**src/rtl/iobus_initiator.sv**
```systemverilog
// rtl/iobus_initiator.sv - IO bus master turning single read/write commands into strobed bus transactions
module iobus_initiator #(
  parameter int unsigned TIMEOUT_CYCLES = 255
) (
  input  logic        io_clk,
  input  logic        io_rst_n,
  input  logic        cmd_valid,
  output logic        cmd_ready,
  input  logic        cmd_write,
  input  logic [31:0] cmd_address,
  input  logic [3:0]  cmd_byte_enable,
  input  logic [31:0] cmd_write_data,
  output logic        rsp_valid,
  input  logic        rsp_ready,
  output logic [31:0] rsp_read_data,
  output logic        rsp_error,
  output logic        busy,
  output logic        io_addr_strobe,
  output logic        io_read_strobe,
  output logic        io_write_strobe,
  output logic [31:0] io_address,
  output logic [3:0]  io_byte_enable,
  output logic [31:0] io_write_data,
  input  logic [31:0] io_read_data,
  input  logic        io_ready
);

  localparam int CNT_W = $clog2(TIMEOUT_CYCLES + 1);
  localparam logic [CNT_W-1:0] CNT_LAST = CNT_W'(TIMEOUT_CYCLES - 1);
  localparam logic [CNT_W-1:0] CNT_MAX  = {CNT_W{1'b1}};

  typedef enum logic [1:0] {
    S_IDLE,
    S_STROBE,
    S_WAIT,
    S_RESP
  } state_t;

  state_t           state_q, state_nxt;
  logic             write_q;
  logic [CNT_W-1:0] cnt_q;
  logic             timeout_hit;

  // The final WAIT cycle is the one in which the counter would reach TIMEOUT_CYCLES.
  assign timeout_hit = (cnt_q == CNT_LAST);

  always_ff @(posedge io_clk or negedge io_rst_n) begin
    if (!io_rst_n) begin
      state_q <= S_IDLE;
    end else begin
      state_q <= state_nxt;
    end
  end

  always_comb begin
    state_nxt       = state_q;
    cmd_ready       = 1'b0;
    busy            = 1'b1;
    rsp_valid       = 1'b0;
    io_addr_strobe  = 1'b0;
    io_read_strobe  = 1'b0;
    io_write_strobe = 1'b0;
    case (state_q)
      S_IDLE: begin
        cmd_ready = 1'b1;
        busy      = 1'b0;
        if (cmd_valid) begin
          state_nxt = S_STROBE;
        end
      end
      S_STROBE: begin
        io_addr_strobe  = 1'b1;
        io_read_strobe  = ~write_q;
        io_write_strobe = write_q;
        state_nxt       = S_WAIT;
      end
      S_WAIT: begin
        if (io_ready || timeout_hit) begin
          state_nxt = S_RESP;
        end
      end
      S_RESP: begin
        rsp_valid = 1'b1;
        if (rsp_ready) begin
          state_nxt = S_IDLE;
        end
      end
      default: state_nxt = S_IDLE;
    endcase
  end

  always_ff @(posedge io_clk or negedge io_rst_n) begin
    if (!io_rst_n) begin
      write_q        <= 1'b0;
      io_address     <= '0;
      io_byte_enable <= '0;
      io_write_data  <= '0;
      cnt_q          <= '0;
      rsp_read_data  <= '0;
      rsp_error      <= 1'b0;
    end else begin
      if (state_q == S_IDLE && cmd_valid) begin
        write_q        <= cmd_write;
        io_address     <= cmd_address;
        io_byte_enable <= cmd_byte_enable;
        io_write_data  <= cmd_write_data;
      end
      if (state_q == S_STROBE) begin
        cnt_q <= '0;
      end else if (state_q == S_WAIT && !io_ready && cnt_q != CNT_MAX) begin
        cnt_q <= cnt_q + 1'b1;
      end
      // A ready arriving on the last counted cycle still completes normally.
      if (state_q == S_WAIT) begin
        if (io_ready) begin
          rsp_read_data <= write_q ? 32'h0 : io_read_data;
          rsp_error     <= 1'b0;
        end else if (timeout_hit) begin
          rsp_read_data <= 32'h0;
          rsp_error     <= 1'b1;
        end
      end
    end
  end

endmodule

```
**config.mk**
```make
export PLATFORM = sky130hd
export DESIGN_NAME = iobus_initiator
export DESIGN_NICKNAME = d
export VERILOG_FILES = /design/src/rtl/iobus_initiator.sv
export SDC_FILE = /design/constraint.sdc
export NUM_CORES = 1
export LEC_CHECK = 0
export BUFFER_PORTS_ARGS = -buffer_cell sky130_fd_sc_hd__clkbuf_2
export CELL_PAD_IN_SITES_DETAIL_PLACEMENT = 1
export CELL_PAD_IN_SITES_GLOBAL_PLACEMENT = 1
export CORE_ASPECT_RATIO = 0.8
export CORE_UTILIZATION = 32
export CTS_CLUSTER_SIZE = 28
export DETAILED_ROUTE_END_ITERATION = 8
export PLACE_DENSITY_LB_ADDON = 0.05
export SKIP_LAST_GASP = 1
export SYNTH_ARGS = -nofsm -noshare
export SYNTH_HDL_FRONTEND = slang
export SYNTH_SLANG_ARGS = --single-unit
```
**constraint.sdc**
```tcl
create_clock -name io_clk -period 1.5 [get_ports io_clk]
set_input_delay 0 -clock io_clk [delete_from_list [all_inputs] [get_ports io_clk]]
set_output_delay 0 -clock io_clk [all_outputs]
set_load 0.02 [all_outputs]
```
Word-level counts from Yosys, hierarchy flattened
Index checks and enable logic that the tools add are counted.
{"block": "totals", "input_bits": 106, "word_cells": 45, "output_inout_bits": 107, "regBits": 112}
{"block": "op_classes", "muxes": 17, "reduce_logical": 10, "addsub": 1, "eq_ne": 8, "bitwise": 1}
{"op": "$mux 32", "count": 3}
{"op": "$mux 8", "count": 2}
{"op": "$add 8x1->8 const B", "count": 1}
{"op": "$eq 8x8->1 const B", "count": 1}
{"op": "$mux 1", "count": 8}
{"op": "$ne 8x8->1 const B", "count": 1}
{"op": "$pmux 2 s4", "count": 1}
{"op": "$mux 2", "count": 3}
{"op": "$ne 2x2->1 const B", "count": 3}
{"op": "$eq 2x2->1 const B", "count": 2}
{"op": "$reduce_bool 2->1", "count": 2}
{"op": "$logic_and 1x1->1", "count": 3}
{"op": "$reduce_and 3->1", "count": 1}
{"op": "$eq 2x1->1 const B", "count": 1}
{"op": "$logic_not 2->1", "count": 1}
{"op": "$reduce_and 2->1", "count": 1}
{"op": "$logic_not 1->1", "count": 1}
{"op": "$logic_or 1x1->1", "count": 1}
{"op": "$not 1->1", "count": 1}

Logic depth before layout (Yosys ltp)
Gate-level depths: netlist of the first run.
{"block": "logic_depth", "depth_word": 5, "depth_mapped": 7, "ltp_nobuf": 6}

Least setup slack after synthesis of the first run
OpenSTA, ideal clock, no wires.
{"block": "synth_path", "path_kind": "register to register", "start": "register state_q[0]", "end": "register io_address[19]", "slack_ns": -0.279, "stages_incl_launch_ff": 7, "setup_time_ns": 0.128, "period_less_slack_ns": 1.779, "n_path_buf": 2, "t_required_ns": 1.372, "arrival_time_ns": 1.652, "path_cell_list": "dfrtp_1 -> inv_1 -> ha_1 -> nand2_1 -> buf_2 -> buf_2 -> mux2_1"}
{"block": "synth_via", "elab_chain_len": 2}
{"item": "start: declaration", "line": "39", "rtl": "state_t state_q, state_nxt;"}
{"item": "start signal: assignment", "line": "51", "rtl": "state_q <= state_nxt;"}
{"item": "$logic_not 2->1", "line": "102", "rtl": "if (state_q == S_IDLE && cmd_valid) begin"}
{"item": "$logic_and 1x1->1", "line": "102"}
{"item": "end signal: assignment", "line": "104", "rtl": "io_address <= cmd_address;"}
{"item": "end: declaration", "line": "21", "rtl": "output logic [31:0] io_address,"}
Every way passes these cells.
A chain may end at the register's enable or synchronous reset.

Worst setup path in the final report of the first run
{"block": "layout_path", "start": "register state_q[1]", "end": "register state_q[1]"}
{"block": "layout_via", "elab_chain_len": 3, "elab_cells_between_ends": 9, "cone_classes": "6 x eq/ne; 1 x mux; 2 x reduce/logical"}
{"item": "$eq 2x2->1 / $logic_not 2->1 (equally long branches)", "line": "63", "rtl": "case (state_q)"}
{"item": "$ne 2x2->1 (no line)"}
{"item": "$reduce_and 3->1 (no line)"}
Several ways; a longest one is shown, not always the timed one.

==> run metrics, run 1 <==
status=complete, but fails checks; failing checks=negative setup slack; drt wl/cell=between 15 and 20 um; CTS buffer count=9; final worst setup slack=-70.5 ps; Final Non-Filler Cells=814; cell with the most instances after synthesis=dfrtp_1; Avg Cell Area, Syn=approximately 15 um2; number of cell rows=37; clock skew=between 3 and 4 ps; Worst-Skew Late Latency=between 300 and 400 ps; PD cells=roughly 2000 nW/um2; total iterations of the first detailed-routing run=4; first-pass GRT wire length=22,400 um; chip width=~130 um; Area growth syn-to-layout=71.8%; H-tree depth=3; Seq/Total Area, Yosys=a little under two thirds; Mapped Nets=approximately 400; diode count=0; worst r2r path cells=5; fin nets=~750; cell taking the most area after synthesis=dfrtp_1; RSZ-0062 raised after global routing=true; Residual DRC=0; share of layout cells above drive strength 1=around 55%; CTS tree=built; worst endpoint required time=1740 ps; WL met2=approximately 7500 um; final core occ=57.5%; CP Data Arrival Time=around 1800 ps; Met3 Wirelength=800 um; IO Count=between 200 and 250; hpwl dp=about 8800 um; Vias/cell=~4.6; die area=between 10,000 and 15,000 um2; clock slew at reported path FFs=70 ps; ys flop type=dfrtp_1; final wirelength=between 10,000 and 15,000 um; top cell type's share of synthesized area=between 60% and 70%; Hold Crit Class=in -> async; total clock sinks=about 110; Finish-stage setup viols=60; M1 WL=5930 um; Synth area leaders=dfrtp_1 (64%), mux2_2 (15%), a22o_1 (6.4%); Initial Util=roughly 33%; Setup TNS=-1090 ps; port bufs=between 200 and 250; GRT Total Usage=a little over a fifth; GRT Residual Overflow=0; Post-synth EDFFs=0; Longest Clk Path Bufs=2; Worst VDD drop=approximately 1.1 mV; count of cell types in the netlist=32; Crit Path Category=reg -> reg; crit path capture type=flop; DR vias=about 3,800; Core Area=approximately 13,000 um2; Highest Signal Layer=met4; top cells by count, synth=dfrtp_1 (112), mux2_2 (59), a22o_1 (32); vias in the first global route=4,100; register bit total from synthesis=roughly 110; crit path time final=between 1500 and 2000 ps; Final Cycle Share=105%; clock root cell=clkbuf_16; DRT antenna net count=0; yosys warns=0; DP Cell Count=roughly 680; final slew viol count=0; fillcell total=around 1,400; Slew @ Worst Pin=~480 ps; Cells after Synth=286; Static Leak=3.74 nW; Worst setup SP type=flop; antenna violations before repair=0; Hold Fails Final Rpt=0; largest net degree at the start of global routing=39; GP Congestion=0.784; Max transition margin=approximately two thirds; Fmax=~640 MHz; die height=107 um; 1st-iter DRT viols=118; Max-cap violations=0; Syn Std Cell Area=4400 um2; Critical Path Fanout Max=4; Async SR Flop Fraction=100%
final cells by class:
type	count	area, um2	area share (%)
tap	175	219	2.90
multi-input combinational	155	1630	21.6
sequential	112	2810	37.1
timing repair buffer	351	2580	34.1
inverter	5	18.8	0.248
clock buffer	11	243	3.21
clock inverter	5	63.8	0.845
routing by layer:
metal / global-route usage (%) / vias up
met4: 6.81 / 0
met1: 24.9 / 1897
met2: 36.5 / 123
met5: 0 / -
met3: 5.86 / 18
li1: - / 1728
worst max-delay path: stages (launching register included):
cell and delay (ps):
dfrtp_2 450, ha_4 190, and2b_1 170, o21ai_1 90, nor3b_4 240, mux2_4 320
final timing paths:
| kind | endpoint | startpoint | slack [ps] |
|---|---|---|---|
| setup / recovery | state_q[1] | state_q[1] | -70 |
| hold / removal | rsp_read_data[7] | io_rst_n | 150 |
| setup reg to reg | state_q[1] | state_q[1] | -70 |
| hold reg to reg | io_address[20] | io_address[20] | 490 |
| max in group asynchronous | io_write_data[13] | io_rst_n | 750 |
| min in group io_clk | state_q[0] | rsp_ready | 170 |
per-stage QoR:
step                      worst slack, ps  area (um2)  total power, mW  hold WS [ps]
after floorplan                      1.30        4440             9.13          -296
after global placement              -7.36        5860             11.4         -18.2
after detailed placement            -92.0        5860             11.6         -10.0
after CTS                           -51.7        7360             14.7           125
after global routing                 -143        7550             15.9           165
final                               -70.5        7550             15.1           153
placed cells by master (no fill, tap or decap), types with 5 or more instances in the layout:
master         instances
clkbuf_2             209
dfrtp_1              110
dlygate4sd3_1        103
mux2_2                59
a22o_1                32
buf_4                 20
clkbuf_16             12
mux2_1                10
nor2_1                 7
buf_12                 6
ha_4                   5
buf_6                  5
state kept, by name, summed over array words and instances, names as in the netlist:
register	flops
cnt_q	8
io_address	32
io_byte_enable	4
io_write_data	32
rsp_error	1
rsp_read_data	32
state_q	2
write_q	1
where the power goes:
part | switching, mW | leakage [nW] | internal, mW
registers | 0.805 | 1.38 | 4.43
clock network | 1.13 | 0.147 | 1.36
logic | 3.96 | 2.22 | 3.38
logic make-up after synthesis:
family	Yosys count	synth area share, %
AOI/OAI and AO/OA	43	8.62
xor gates and xnor gates	7	1.39
adders and majority gates	6	1.71
buffers and inverters	19	2.59
DFF	112	63.7
muxes	70	17.9
and+or+nand+nor	29	4.01
timing repair:
action                                  in CTS  in global routing
buffers inserted                             7                  4
hold buffers                               103                  0
resized for setup                           14                 20
endpoints found under the setup margin      83                113
pin swaps                                    4                 11
endpoints found under the hold margin      159                  0
gates cloned                                 2                  3
No activity file was read; power rests on OpenSTA's default activity.
==> run 2: changes to the inputs <==
- CORE_UTILIZATION: 32 -> 36
- clock period: 1.5 -> 1.7 ns (I/O delays scaled with it)
==> run metrics, run 2 (same netlist as run 1, synthesis figures left out) <==
status=complete, but fails checks; DR vias=~3,600; worst r2r src=state_q[0]; Worst VDD drop=0.914 mV; CTS tree=built; hpwl dp=between 8000 and 9000 um; Seq pwr share=36.9%; Hold Crit Class=in -> reg; GRT Residual Overflow=0; GP Congestion=0.754; number of cell rows=35; Comb pwr share=around 46%; worst endpoint required time=1920 ps; final slew viol count=0; Worst-Skew Late Latency=340 ps; Setup TNS=0 ps; clock slew at reported path FFs=70 ps; DRT antenna net count=0; area of placed instances=5710 um2; share of layout cells above drive strength 1=between 50 and 60%; PD cells=1770 nW/um2; Residual DRC=16; slowest stage delay, CP=roughly 370 ps; crit path capture type=flop; Slew @ Worst Pin=around 510 ps; Finish-stage setup viols=0; switching share of total power=39.8%; Static Leak=~3.5 nW; clock skew=9.37 ps; biggest regs=io_address x32, io_write_data x32, rsp_read_data x32; fin nets=about 720; Longest Clk Path Bufs=2; total clock sinks=approximately 110; die height=101 um; slowest CP cell=dfrtp_1; CTS buffer count=9; worst hold stages=3; fillcell total=around 1,200; hold path endpoint=write_q; clock root cell=clkbuf_16; Max-cap violations=0; antenna violations before repair=0; failing checks=design-rule violations; Fmax=around 610 MHz; diode count=0; Core Area=approximately 12,000 um2; HP Start=cmd_valid; chip width=between 100 and 150 um; clock share of power=~17%; drt wl/cell=between 15 and 20 um; die area=12,700 um2; H-tree depth=3; Vias/cell=4.75; total iterations of the first detailed-routing run=8; FF-to-FF setup slack=about 50 ps; Area growth syn-to-layout=60.8%; Crit Path Category=reg -> reg; RR Endpoint=state_q[1]; Critical Path Fanout Max=4; Initial Util=37.6%; vias in the first global route=4,153; Power Internal=around 7.5 mW; Worst setup SP type=flop; Hold Fails Final Rpt=0; crit path time final=around 1600 ps; first-pass GRT wire length=22,000 um; CP Data Arrival Time=~1900 ps; final wirelength=between 10,000 and 15,000 um; 1st-iter DRT viols=approximately 120; largest net degree at the start of global routing=between 40 and 50; worst r2r path cells=6; IO Count=around 210; post-route cell area=a little over 7000 um2; most frequent cells in the layout=clkbuf_2 (211), dfrtp_1 (112), dlygate4sd3_1 (103), mux2_2 (59), a22o_1 (32); commonest non-fill, non-tap cell in the layout=clkbuf_2; Max transition margin=65.9%; CP Cell Sequence=inv_1, ha_2, and2b_1, o21ai_1, nor3b_4, mux2_4; port bufs=between 200 and 250; Net Switching=~5 mW; GRT Total Usage=between 20% and 30%; Final Cycle Share=between 90% and 100%
run 2: changes by cell type in the layout (fill, tap and decap cells not counted), moves of 3 or more:
| cell | previous run | this run |
|---|---|---|
| inv_1 | 1 | 4 |
| ha_4 | 5 | 0 |
| inv_2 | 4 | 1 |
| buf_6 | 5 | 0 |
| buf_4 | 20 | 10 |
| clkbuf_8 | 3 | 0 |
| clkbuf_16 | 12 | 9 |
| ha_1 | 0 | 3 |
run 2: worst max path at each step:
stage,start,end,slack [ps],cells past startpoint
after floorplan,state_q[0],io_address[19],60,6
after global placement,state_q[0],state_q[1],150,6
after detailed placement,cnt_q[0],state_q[1],40,6
after CTS,state_q[0],state_q[1],3,6
after global routing,cnt_q[0],state_q[1],-20,6
final,state_q[0],state_q[1],50,6
run 2: what timing repair did:
| action | 4_1_cts | 5_1_grt |
|---|---|---|
| endpoints found under the hold margin | 136 | 0 |
| pin swaps | 0 | 1 |
| gates resized for setup | 1 | 4 |
| setup buffers | 0 | 2 |
| setup endpoints to repair | 2 | 5 |
| hold buffers | 103 | 0 |
run 2: layout make-up:
cell class                 instances  area, um2  area share, %
timing repair buffer             329       2260           32.0
clock inverter                     6       67.6          0.956
multi-input combinational        155       1500           21.3
clock buffer                      10        229           3.24
sequential                       112       2800           39.7
inverter                           5       18.8          0.266
tap                              148        185           2.62
run 2: power by group through the flow:
stage                     Clock, mW  Combinational [mW]  Sequential (mW)
final                          2.13                5.76             4.61
after global routing           2.29                6.15             4.78
after CTS                      2.21                5.66             4.58
after detailed placement          0                5.44             4.61
after global placement            0                5.33             4.54
after floorplan                   0                1.97             6.01
run 2: through the flow:
stage / total power [mW] / util, % / instances / hold WS, ps / setup slack (ps)
6_report: 12.5 / 60.4 / 765 / 126 / 50.2
5_1_grt: 13.2 / 60.4 / 765 / 134 / -18.5
2_1_floorplan: 7.97 / - / 286 / -296 / 57.3
3_5_place_dp: 10.1 / 48.8 / 644 / 10.4 / 39.4
4_1_cts: 12.5 / 60.2 / 763 / 97.0 / 2.52
3_3_place_gp: 9.87 / 48.8 / 644 / 16.9 / 149
run 2: routing by layer:
metal	GRT usage [%]	share of wire, %
met5	0	0
met2	41.5	52
met1	26.2	39
met3	6.37	7.5
met4	5.72	1.6
run 2: worst max-delay path, delay by kind of cell, from the launching register on:
kind,cells,cell delay [ps]
AND/OR/NAND/NOR,2,440
flip-flops,1,370
multiplexers,1,330
adder cells (fa/ha/maj),1,220
AO/OA/AOI/OAI,1,100
buffers and inverters,1,80
==> run 3: changes to the inputs <==
- CORE_UTILIZATION: 36 -> 30
- REMOVE_ABC_BUFFERS: not set -> 1
==> run metrics, run 3 (same netlist as run 1, synthesis figures left out) <==
Power Total=about 12 mW; most frequent cells in the layout=clkbuf_2 (211), dfrtp_1 (112), dlygate4sd3_1 (103), mux2_2 (59), a22o_1 (32); DRT antenna net count=0; Static Leak=about 3.6 nW; H-tree depth=3; drt wl/cell=~15 um; GP Congestion=roughly 0.70; RSZ-0062 raised after global routing=false; die area=~15,000 um2; DR vias=~3,600; Final Cycle Share=a little over nine tenths; total iterations of the first detailed-routing run=4; number of cell rows=39; final wirelength=around 12,000 um; Max transition margin=between 60% and 70%; CTS tree=built; Finish-stage setup viols=0; antenna violations before repair=0; fin nets=roughly 720; Hold Crit Class=in -> async; Setup crit start=cnt_q[0]; Area growth syn-to-layout=62.4%; fillcell total=1,521; crit path time final=around 1600 ps; Initial Util=a little under a third; total clock sinks=112; final slew viol count=0; Worst setup SP type=flop; commonest non-fill, non-tap cell in the layout=clkbuf_2; Residual DRC=0; clock slew at reported path FFs=approximately 70 ps; PD cells=1740 nW/um2; clock skew=between 3 and 4 ps; Hold Fails Final Rpt=0; GRT Residual Overflow=0; worst endpoint required time=a little under 2000 ps; diode count=0; Fmax=about 630 MHz; chip width=approximately 140 um; crit path capture type=flop; worst r2r src=cnt_q[0]; CP Data Arrival Time=~1800 ps; hpwl dp=8320 um; largest net degree at the start of global routing=47; Core Area=14,300 um2; die height=110 um; 1st-iter DRT viols=between 70 and 80; Crit Path Category=reg -> reg; DP Cell Count=roughly 680; IO Count=between 200 and 250; Longest Clk Path Bufs=2; Worst-Skew Late Latency=~350 ps; port bufs=roughly 210; Max-cap violations=0; Worst VDD drop=between 0.6 and 0.7 mV; Vias/cell=4.48; GRT Total Usage=16.5%; vias in the first global route=between 3,000 and 4,000; biggest regs=io_address x32, io_write_data x32, rsp_read_data x32; Critical Path Fanout Max=2; share of layout cells above drive strength 1=between 50% and 60%; CTS buffer count=9; Final Non-Filler Cells=~800; first-pass GRT wire length=between 15,000 and 20,000 um; status=finished, final reports clean; Slew @ Worst Pin=roughly 470 ps; clock root cell=clkbuf_16
run 3: cell types whose count changed in the layout (fill, tap and decap cells not counted), sizes merged:
cell,previous run,this run
clkbuf,221,224
buf,15,14
clkinv,3,0
inv,6,5
run 3: final cells by class:
type / instances / area (um2) / share of cell area (%)
inverter: 5 / 18.8 / 0.263
timing repair buffer: 328 / 2280 / 31.9
sequential: 112 / 2800 / 39.3
multi-input combinational: 155 / 1500 / 21.0
tap: 184 / 230 / 3.23
clock inverter: 2 / 37.5 / 0.526
clock buffer: 13 / 270 / 3.79
run 3: final timing paths:
check	to	slack (ps)	cells after the start
hold reg to reg	io_address[20]	500	1
setup / recovery	state_q[1]	110	6
min in group io_clk	state_q[0]	170	3
hold / removal	io_address[21]	140	2
setup reg to reg	state_q[1]	110	6
max in group asynchronous	io_write_data[23]	930	3
run 3: where the power goes:
group | internal (mW) | total [mW] | switching, mW
registers | 3.91 | 4.58 | 0.670
clock network | 1.26 | 2.19 | 0.928
logic | 2.48 | 5.63 | 3.15
total | 7.64 | 12.4 | 4.75
run 3: critical path, cell delays in order, from the launching register on:
cell and delay [ps]:
dfrtp_1 390, inv_2 60, ha_1 130, nand4_1 160, o21ai_2 190, nor3b_4 220
mux2_4 320
run 3: timing repair:
item / 4_1_cts / 5_1_grt
setup endpoints to repair: 0 / 1
hold buffers: 103 / 0
gates resized for setup: 0 / 4
endpoints found under the hold margin: 133 / 0
setup buffers: 0 / 2
run 3: layer usage:
metal	vias up	GRT usage (%)	part of all wire (%)
met1	1769	19.2	42
met3	12	6.04	7.0
li1	1674	-	-
met5	-	0	0
met4	0	5.42	1.0
met2	122	28.1	50
run 3: metrics by stage:
step           area, um2  util, %  setup TNS [ps]  setup WS (ps)  hold slack (ps)
2_1_floorplan       4300        -          -91590          -1140             -296
5_1_grt             7140     49.9               0           16.4              149
4_1_cts             7110     49.7               0           82.9              104
3_3_place_gp        5770     40.4               0            142            -4.63
6_report            7140     49.9               0            107              144
3_5_place_dp        5770     40.4               0           99.7            -2.92
